==> src/rtl/clk_div_ctrl.sv <==
// clk_div_ctrl: programmable clock divider with start/stop sequencing and boundary-aligned ratio changes
module clk_div_ctrl #(
  parameter int DIV_W = 16,
  parameter int DEFAULT_DIV = 2
) (
  input  logic             clk,
  input  logic             rst,
  input  logic             run,
  input  logic             cfg_valid,
  input  logic [DIV_W-1:0] cfg_div,
  output logic             cfg_ready,
  output logic             clk_div,
  output logic             tick,
  output logic             busy,
  output logic [DIV_W-1:0] cur_div
);
  localparam logic [1:0] IDLE = 2'd0, RUN = 2'd1, PEND = 2'd2;
  logic [1:0] state, nstate;
  logic [DIV_W-1:0] cnt, ncnt, ndiv, div_pend, cfg_clamp;
  logic [DIV_W:0] half;
  logic wrap, accept, nbusy;
  always_comb begin
    cfg_clamp = cfg_div < DIV_W'(2) ? DIV_W'(2) : cfg_div;
    accept = cfg_valid && cfg_ready;
    wrap = state != IDLE && cnt == cur_div - DIV_W'(1);
    nstate = state == IDLE ? (run ? RUN : IDLE) :
             state == RUN  ? (wrap && !run ? IDLE : accept ? PEND : RUN) :
                             (wrap ? (run ? RUN : IDLE) : PEND);
    ncnt = (state == IDLE || wrap) ? '0 : cnt + DIV_W'(1);
    // a stop-wrap in RUN that also accepts a ratio applies it on entering IDLE
    ndiv = state == IDLE ? (accept ? cfg_clamp : cur_div) :
           state == PEND ? (wrap ? div_pend : cur_div) :
                           (wrap && !run && accept ? cfg_clamp : cur_div);
    half = ({1'b0, ndiv} + (DIV_W+1)'(1)) >> 1;
    nbusy = nstate != IDLE;
  end
  always_ff @(posedge clk) begin
    if (rst) begin
      state <= IDLE;
      cnt <= '0;
      cur_div <= DIV_W'(DEFAULT_DIV);
      div_pend <= '0;
      clk_div <= 1'b0;
      tick <= 1'b0;
      busy <= 1'b0;
      cfg_ready <= 1'b1;
    end else begin
      state <= nstate;
      cnt <= ncnt;
      cur_div <= ndiv;
      if (state == RUN && accept) div_pend <= cfg_clamp;
      clk_div <= nbusy && {1'b0, ncnt} < half;
      tick <= nbusy && ncnt == '0;
      busy <= nbusy;
      cfg_ready <= nstate != PEND;
    end
  end
endmodule

==> config.mk <==
export PLATFORM = sky130hd
export DESIGN_NAME = clk_div_ctrl
export DESIGN_NICKNAME = d
export VERILOG_FILES = /design/src/rtl/clk_div_ctrl.sv
export SDC_FILE = /design/constraint.sdc
export NUM_CORES = 1
export LEC_CHECK = 0
export BUFFER_PORTS_ARGS = -buffer_cell sky130_fd_sc_hd__buf_2
export CORE_MARGIN = 5
export CORE_UTILIZATION = 61
export CTS_BUF_LIST = sky130_fd_sc_hd__clkbuf_16
export DETAILED_ROUTE_END_ITERATION = 12
export PLACE_DENSITY = 0.82
export SETUP_SLACK_MARGIN = 0.5
export SYNTH_ARGS = -nofsm -noshare
export SYNTH_HDL_FRONTEND = slang
export SYNTH_SLANG_ARGS = --single-unit
==> constraint.sdc <==
create_clock -name clk -period 5.21 [get_ports clk]
set_input_delay 0.521 -clock clk [delete_from_list [all_inputs] [get_ports clk]]
set_output_delay 0.521 -clock clk [all_outputs]
set_load 0.005 [all_outputs]
==> reports/metrics.cfg <==
[yosys]
ys_seq_area_frac = 0.247
synth_cell_type_count = 74
synthCells = 585
synth_edf_count = 0
yosysWarnings = 0
synthesis.nets = 623
synth-seq-cells = 54
synth_area_leaders = dfxtp_1 25%, nand2_1 7.9%, xnor2_1 6.2%
yosysTopAreaCell = dfxtp_1
async_flop_share = 0
syn-cell-area_um2 = 4370
synth_ff_type = dfxtp_1
avgSynthCellArea_um2 = 7.48
yosysTopAreaCellShare = 0.247

[timing]
hold_violations = 0
final.min_clock_period_ns = 4.66
rsz0062_at_grt = false
fmaxAchievable_mhz = 215
slew_viol_final = 0
finClkSkew_ns = 0.00791
min_period_over_period = 0.894
setup_viol = 0
tightest_slew_ns = 0.953
hold_ws_ns = 0.463
max_slew_margin = 0.364
setup_tns_ns = 0

[die]
start_util = 0.637
die_w_um = 94.7
die_h_um = 94.7
row_count = 30
core_area_um2 = 6870
ios = 40
die-area_um2 = 8960

[global_route]
track_usage = 0.293
grt_pass1_wl_um = 20800
grt_pass1_vias = 4172
antenna_found_initial = 0
grt-ovfl-total = 0
grt_max_degree = 51

[clock_network]
cts_sinks = 54
cts_made_buffers = 5
cts_tree = yes
ctsRootBufferMaster = clkbuf_16
cts_max_level = 2
clockBufferDepth = 2
clkLatencyLatePin_ns = 0.30
path_clk_slew_ns = 0.07
hold_buffers = 0

[layout]
nFillCells = 533
syn2layout_area_growth_pct = 15.6
drive_above_1_share = 0.230
final_util = 0.736
diodes = 0
fin_nets = 658

[worst_setup_path]
crit_path_start_kind = flip-flop
crit_family = compound AO/OA/AOI/OAI gates
slowest_delay_ns = 0.41
crit_top_cell = buf_4
critPathBufInv = 3
arrival_ns = 4.90
worstPathRequired_ns = 5.45
critPathSlowestCell = nor4_4
worstSetupEndpointType = flip-flop
critPathKind = flip-flop to flip-flop
critPathMaxFanout = 5

[drt]
routed_via_density = 6.60
first_pass_iters = 6
drc_errors = 0
drt_wl_total_um = 13800
wl_per_cell_um = 19.3
vias = 4732
drt_iter0_drc = 681
drtAntennaViolNets = 0

[placement]
gp_congestion = 0.948
io_buffer_count = 39
dp_hpwl_um = 9410

[run_status]
outcome = completed

[power]
leakage_nw = 1.99
powerDensity_nw_per_um2 = 300
ir_drop_uv = 169

[job]
drv_cap = 0

[hold_path]
hold_class = flip-flop to flip-flop

## worst min-delay path: cells and delay by family (launching register included)
kind            cells  cell delay, ns
flops               1            0.32
compound gates      1            0.05
simple gates        1            0.05
## metal layers
layer  vias up  track usage  part of all wire
li1       2141            -                 -
met4         0        0.112             0.039
met1      2228        0.394              0.39
met2       300        0.473              0.48
met5         -            0                 0
met3        63       0.0422             0.093
## final timing paths
path	startpoint	end	slack (ns)	depth (start not counted)
worst max-delay path	cur_div[3]	clk_div	0.55	25
worst min-delay path	div_pend[9]	div_pend[9]	0.46	2
worst max register to register	cur_div[3]	clk_div	0.55	25
worst min register to register	div_pend[9]	div_pend[9]	0.46	2
## what timing repair did
action | CTS | global route
gates cloned | 0 | 0
endpoints found under the setup margin | 1 | 1
buffers inserted | 2 | 18
pin swaps | 4 | 20
resized for setup | 5 | 39
## registers in the layout, summed over array words and instances, names as in the netlist
| signal | flops |
|---|---|
| cnt | 16 |
| tick | 1 |
| busy | 1 |
| div_pend | 16 |
| cur_div | 16 |
| state | 2 |
| cfg_ready | 1 |
| clk_div | 1 |
## cells by family (layout without fill, tap and decap cells)
group / after synthesis / in the layout / synth area share
adder cells (fa/ha/maj): 18 / 18 / 0.0515
multiplexers: 20 / 20 / 0.0498
buffers and inverters: 55 / 91 / 0.0572
XOR/XNOR: 47 / 47 / 0.0941
AND/OR/NAND/NOR: 276 / 276 / 0.316
flip-flops: 54 / 54 / 0.247
AO/OA/AOI/OAI: 115 / 115 / 0.184
## layout by cell type, fill, tap and decap left out, drive strengths merged, types with 3 or more instances in the layout
cell / count
a211oi: 4
a22oi: 3
nor4: 13
ha: 18
nand4: 11
nand2b: 4
a21o: 3
xor2: 16
mux2: 8
nor2b: 10
nor3b: 4
o21ai: 21
nand3: 26
nor3: 33
clkbuf: 5
nand3b: 3
o22ai: 3
nand2: 94
dfxtp: 54
nor2: 52
buf: 71
xnor2: 31
mux2i: 12
a31oi: 12
and3: 15
a21oi: 41
inv: 13
## report_power, final
| part | internal, mW | switching, mW |
|---|---|---|
| logic | 0.265 | 0.362 |
| clock network | 0.225 | 0.159 |
| registers | 0.444 | 0.0620 |
## metrics by stage
step           total power, mW  worst slack [ns]  instances  instance area [um2]
2_1_floorplan            0.890             0.748        585                 4370
3_3_place_gp              1.01             0.502        689                 4580
3_5_place_dp              1.03             0.294        689                 4580
4_1_cts                   1.42             0.518        699                 4770
5_1_grt                   1.59             0.345        717                 5050
6_report                  1.52             0.554        717                 5050
## synthesized netlist by cell type (2+ instances only)
library cell / number
a211oi_1: 3
a21o_1: 3
a21oi_1: 39
a21oi_2: 2
a22oi_1: 2
a31oi_1: 12
a32oi_1: 2
and2_1: 2
and3_1: 14
and3b_1: 2
buf_1: 7
buf_2: 10
buf_4: 2
buf_6: 3
clkbuf_1: 20
dfxtp_1: 54
ha_1: 18
inv_1: 12
mux2_2: 7
mux2i_1: 11
nand2_1: 92
nand2b_1: 4
nand3_1: 24
nand3_2: 2
nand3b_1: 3
nand4_1: 11
nor2_1: 51
nor2b_1: 10
nor3_1: 32
nor3b_1: 4
nor4_1: 10
nor4_4: 2
o211ai_1: 2
o21a_1: 2
o21ai_0: 17
o21ai_1: 4
o22ai_1: 3
o2bb2ai_1: 2
o311a_1: 2
o41ai_1: 2
or2_2: 2
or3_1: 2
xnor2_1: 31
xor2_1: 16
## layout make-up
cell class                      count  area [um2]  area share
Clock buffer                        5         125      0.0248
Clock inverter                      3        41.3     0.00817
Inverter                           12        45.0     0.00891
Multi-Input combinational cell    476        3180       0.630
Sequential cell                    54        1100       0.218
Tap cell                           96         120      0.0238
Timing Repair Buffer               71         439      0.0869
Note: power is estimated with default switching activity, not from simulation.
